**config.mk**
```make
export PLATFORM = sky130hd
export DESIGN_NAME = ovl_increment_multi
export DESIGN_NICKNAME = d
export VERILOG_FILES = /design/src/rtl/ovl_increment_multi.sv
export SDC_FILE = /design/constraint.sdc
export NUM_CORES = 1
export LEC_CHECK = 0
export BUFFER_PORTS_ARGS = -buffer_cell sky130_fd_sc_hd__buf_4
export CORE_ASPECT_RATIO = 0.7
export CORE_UTILIZATION = 25
export CTS_BUF_LIST = sky130_fd_sc_hd__clkbuf_8
export CTS_CLUSTER_DIAMETER = 100
export DETAILED_ROUTE_END_ITERATION = 6
export PLACE_DENSITY = 0.5
export SYNTH_ARGS = -nofsm -noshare
export SYNTH_HDL_FRONTEND = slang
export SYNTH_SLANG_ARGS = --single-unit
export TNS_END_PERCENT = 30
```
**constraint.sdc**
```tcl
create_clock -name clock -period 11.5 [get_ports clock]
set_input_delay 0.575 -clock clock [delete_from_list [all_inputs] [get_ports clock]]
set_output_delay 0.575 -clock clock [all_outputs]
set_load 0.01 [all_outputs]
```
**src/rtl/ovl_increment_multi.sv**
```systemverilog
// Multi-channel increment/decrement checker.
// Each channel monitors one counter field of test_expr. The checker flags any
// step that falls outside [MIN_STEP, MAX_STEP] in the configured direction.
// Holds and modular wrap-around are legal only when their enables are set.
module ovl_increment_multi #(
    parameter int NUM_CH     = 4,
    parameter int WIDTH      = 8,
    parameter int MIN_STEP   = 1,
    parameter int MAX_STEP   = 1,
    parameter int DIR        = 0,
    parameter int ALLOW_HOLD = 0,
    parameter int WRAP_EN    = 1,
    parameter int CNT_W      = 8,
    localparam int CH_W      = (NUM_CH > 1) ? $clog2(NUM_CH) : 1
) (
    input  logic                    clock,
    input  logic                    reset,
    input  logic                    enable,
    input  logic                    clear,
    input  logic [NUM_CH*WIDTH-1:0] test_expr,
    input  logic [NUM_CH-1:0]       sample_valid,
    output logic [NUM_CH-1:0]       fire,
    output logic [CNT_W-1:0]        err_count,
    output logic                    first_fail_vld,
    output logic [CH_W-1:0]         first_fail_ch
);

    // The adder is wide enough to hold err_count plus a popcount of up to 32
    // channels, so saturation is a simple compare with no overflow.
    localparam int SUM_W = CNT_W + 7;
    localparam logic [WIDTH-1:0] MIN_V     = WIDTH'(MIN_STEP);
    localparam logic [WIDTH-1:0] MAX_V     = WIDTH'(MAX_STEP);
    localparam logic [SUM_W-1:0] CNT_MAX_W = SUM_W'({CNT_W{1'b1}});

    typedef enum logic {
        IDLE  = 1'b0,
        ARMED = 1'b1
    } ch_state_e;

    ch_state_e        state_q [NUM_CH];
    ch_state_e        state_d [NUM_CH];
    logic [WIDTH-1:0] prev_q  [NUM_CH];
    logic [WIDTH-1:0] prev_d  [NUM_CH];
    logic [NUM_CH-1:0] viol;

    logic [SUM_W-1:0] pop;
    logic [SUM_W-1:0] sum;
    logic [CNT_W-1:0] err_next;
    logic [CH_W-1:0]  first_idx;

    // Per-channel step evaluation in WIDTH-bit modular arithmetic.
    for (genvar c = 0; c < NUM_CH; c++) begin : g_ch
        logic [WIDTH-1:0] cur;
        logic [WIDTH-1:0] delta;
        logic             wrapped;
        logic             step_bad;

        assign cur     = test_expr[c*WIDTH +: WIDTH];
        assign delta   = (DIR != 0) ? (prev_q[c] - cur) : (cur - prev_q[c]);
        assign wrapped = (DIR != 0) ? (cur > prev_q[c]) : (cur < prev_q[c]);

        assign step_bad = (delta == '0) ? (ALLOW_HOLD == 0)
                        : ((delta < MIN_V) || (delta > MAX_V) || (wrapped && (WRAP_EN == 0)));

        // Only armed channels with a fresh sample are judged; a first sample
        // just seeds prev.
        assign viol[c] = enable && !clear && sample_valid[c]
                       && (state_q[c] == ARMED) && step_bad;
    end

    // Next-state: disable/clear drop every channel to IDLE, a valid sample arms it.
    always_comb begin
        for (int c = 0; c < NUM_CH; c++) begin
            // NOTE: every always_comb output gets a default first so no path
            // leaves it unassigned, which would infer a latch.
            state_d[c] = state_q[c];
            prev_d[c]  = prev_q[c];
            if (!enable || clear) begin
                state_d[c] = IDLE;
            end else if (sample_valid[c]) begin
                state_d[c] = ARMED;
                prev_d[c]  = test_expr[c*WIDTH +: WIDTH];
            end
        end
    end

    // Statistics: saturating violation total and lowest violating channel.
    always_comb begin
        pop = '0;
        for (int c = 0; c < NUM_CH; c++) begin
            pop = pop + SUM_W'(viol[c]);
        end
        sum      = SUM_W'(err_count) + pop;
        err_next = (sum > CNT_MAX_W) ? {CNT_W{1'b1}} : sum[CNT_W-1:0];

        first_idx = '0;
        for (int c = NUM_CH - 1; c >= 0; c--) begin
            if (viol[c]) begin
                first_idx = CH_W'(c);
            end
        end
    end

    // Channel state and previous-sample registers.
    always_ff @(posedge clock or posedge reset) begin
        if (reset) begin
            // NOTE: prev is an array but still reset here, because a
            // defined zero value after reset is part of the block's contract.
            for (int c = 0; c < NUM_CH; c++) begin
                state_q[c] <= IDLE;
                prev_q[c]  <= '0;
            end
        end else begin
            // NOTE: sequential state uses non-blocking assignments so all
            // registers update together from pre-edge values.
            for (int c = 0; c < NUM_CH; c++) begin
                state_q[c] <= state_d[c];
                prev_q[c]  <= prev_d[c];
            end
        end
    end

    // Registered outputs: fire pulses, error count, first-failure capture.
    always_ff @(posedge clock or posedge reset) begin
        if (reset) begin
            fire           <= '0;
            err_count      <= '0;
            first_fail_vld <= 1'b0;
            first_fail_ch  <= '0;
        end else if (clear) begin
            fire           <= '0;
            err_count      <= '0;
            first_fail_vld <= 1'b0;
            first_fail_ch  <= '0;
        end else begin
            fire      <= viol;
            err_count <= err_next;
            if (!first_fail_vld && (|viol)) begin
                first_fail_vld <= 1'b1;
                first_fail_ch  <= first_idx;
            end
        end
    end

endmodule

```
==> metrics.txt <==
status=finished clean; VDD IR-drop max=67.1 uV; Distinct cells, synth=52; R2R depth=14; num ports=55; drt drc=0; adder-cell area share of the yosys netlist=0.143; Inst Count DP=593; drt pass-1 iters=4; Synth Instances=354; global-route wire length before repair=12.9 mm; largest net degree at the start of global routing=52; Slew Limit Fails=0; via count=2702; critical path arrival=4290 ps; Antenna diodes=0; Fin Clk Skew=11.5 ps; CTS Sinks=51; top post-synthesis cells by area=dfrtp_1, ha_1, mux2_2, inv_1, fa_1; Avg Cell Area, Syn=9.95 um2; Post-synth top flop=dfrtp_1; fill cell count=1395; crit share post-route=0.352; Fin. Hold Viols=0; Post-Synth Simple-Gate Area=0.120; synthesized cell area=3520 um2; cts bufs inserted=5; Buf/Inv on CP=4; Reg clk slew, reported paths=100 ps; Area Overhead vs Synth=21.6%; CP max FO=6; routability cong.=0.840; Final nets=491; post-CTS setup repair buffer count=0; post-synthesis sequential area ratio=0.362; EDFF count, synth=0; FP Rows=35; CP max stage delay=500 ps; routed vias/inst=4.50; fmax=247 MHz; largest family of logic cells by synthesized area=compound AO/OA/AOI/OAI gates; Worst Setup End Kind=flip-flop; maximum clock path buffer count=2; Stages on worst setup path=16; post-DP HPWL=5.96 mm; post-route ant nets=0; post-placement cell area=4170 um2; post-synthesis mux area share=0.0859; routed len/inst=12.8 um; initial antenna violation count=0; Tot GR Track Use=0.112; Die H=101 um; full die area=14600 um2; Die W=144 um; core area=13400 um2; critical path's slowest cell=fa_1; Post-Route WL=7.72 mm; # hold bufs at CTS=0; Worst-Skew Late Latency=310 ps; endpoints failing setup=0; Starting Density=0.262; RSZ-0062 raised after global routing=false; Iteration-0 DRC Markers=93; final critical-path required period=4050 ps; CP startpoint kind=input pin; Design Area, Final=4290 um2; CP dominant cell by count=fa_1; critical path, cell by cell=buf_4 > inv_1 > ha_1 > inv_1 > fa_1 > a211oi_1 > o21ai_0 > a21oi_1 > xor2_1 > a31o_2 > fa_1 > inv_1 > fa_1 > fa_1 > and4b_1 > nor3_1; Worst Hold Class=in2async; Top delay family on crit path=adder cells; synthesis-stage register bit count=51; vias in the first global route=2685; FFs w/ async S/R, synth=1.00; PD cells=133 nW/um2; CP required=11740 ps; Static Leakage=2.01 nW; Syn. warnings=0; Syn Nets=430; root buf cell=clkbuf_8; Synth Area in XOR/XNOR=0.0547; max cap viols=0; grt total ovfl=0; number of I/O port buffers=54; Clock H-tree levels=2; area fraction in compound gates after synthesis=0.178; Final Instance Count excl. Fillers=601; critical setup path kind=in2reg; Final TNS setup=0 ps; layout cell share with drive strength beyond 1=0.260; Yosys top cell by area=dfrtp_1; Slew HR=0.536; CTS tree=yes; Yosys top cell area share=0.362; actual slew at the worst max-slew pin=696 ps; cts repair resizes=0
## tightest hold or removal path: cells and delay by family
family,cells,cell delay [ps]
buffers and inverters,3,690
## flip-flops by register name, summed over array words and instances, names as in the netlist
signal	flops
prev_q	32
first_fail_ch	2
fire	4
first_fail_vld	1
state_q	4
err_count	8
## path summary, 6_finish.rpt
path | start | to | slack [ps]
setup / recovery | test_expr[0] | err_count[6] | 7450
setup reg to reg | prev_q[24] | err_count[6] | 7520
hold reg to reg | prev_q[0] | prev_q[0] | 490
hold / removal | reset | prev_q[2] | 450
max in group asynchronous | reset | prev_q[30] | 10580
min in group clock | sample_valid[2] | state_q[1] | 490
## routing by layer
metal,track usage,wire length [um],share of wire
met1,0.157,3950,0.51
met2,0.176,3400,0.44
met3,0.0284,322,0.042
met4,0.0196,47,0.0061
met5,0,0,0
## cells by family (layout without fill, tap and decap cells)
family | Yosys count | in the layout
adder cells (fa/ha/maj) | 36 | 36
AND/OR/NAND/NOR | 74 | 74
multiplexers | 27 | 27
buffers and inverters | 53 | 115
flip-flops | 51 | 51
XOR/XNOR | 22 | 22
AO/OA/AOI/OAI | 91 | 91
## power by group
group	switching (W)	internal, W	leakage [nW]	total, W
Combinational	0.000119	0.000104	1.30	0.000223
Clock	0.0000632	0.0000706	0.0612	0.000134
Sequential	0.0000118	0.000202	0.644	0.000213
Total	0.000194	0.000376	2.01	0.000571
## cell usage in the layout, fill, tap and decap left out, types with 10 or more instances in the layout
cell and instances:
inv_1 48, xor2_1 12, nand2_1 13, nor2_1 14
ha_1 29, o21ai_0 19, dfrtp_1 51, buf_4 56
xnor2_1 10, mux2_2 26, a21oi_1 25
## cells in the mapped netlist (3+ instances only)
| cell | number |
|---|---|
| nand3b_1 | 3 |
| nand2b_1 | 7 |
| nor4_1 | 3 |
| a21oi_1 | 25 |
| nor2b_1 | 3 |
| nand2_1 | 13 |
| fa_1 | 7 |
| xor2_1 | 12 |
| xnor2_1 | 10 |
| a31oi_1 | 8 |
| mux2_2 | 26 |
| nor3_1 | 7 |
| o21a_1 | 8 |
| inv_1 | 49 |
| dfrtp_1 | 51 |
| nor2_1 | 14 |
| ha_1 | 29 |
| o21ai_0 | 19 |
| nor3b_1 | 3 |
| nand4_1 | 5 |
| nand3_1 | 7 |
## layout make-up
cell class	instances	area, um2	share of cell area
clock inverter	2	35.0	0.00818
tap	185	231	0.0540
multi-input combinational	250	2050	0.478
clock buffer	6	82.6	0.0193
timing repair buffer	56	420	0.0981
inverter	51	191	0.0447
sequential	51	1280	0.298
## per-stage QoR
step | setup slack [ps] | power [W] | hold WS [ps] | utilization
after global routing | 7230 | 0.000618 | 479 | 0.319
after global placement | 7200 | 0.000433 | 472 | 0.310
after CTS | 7470 | 0.000583 | 464 | 0.319
after detailed placement | 7170 | 0.000441 | 479 | 0.310
final | 7450 | 0.000571 | 451 | 0.319
after floorplan | 7530 | 0.000389 | 454 | -
Power figures use the tool's default switching activity.
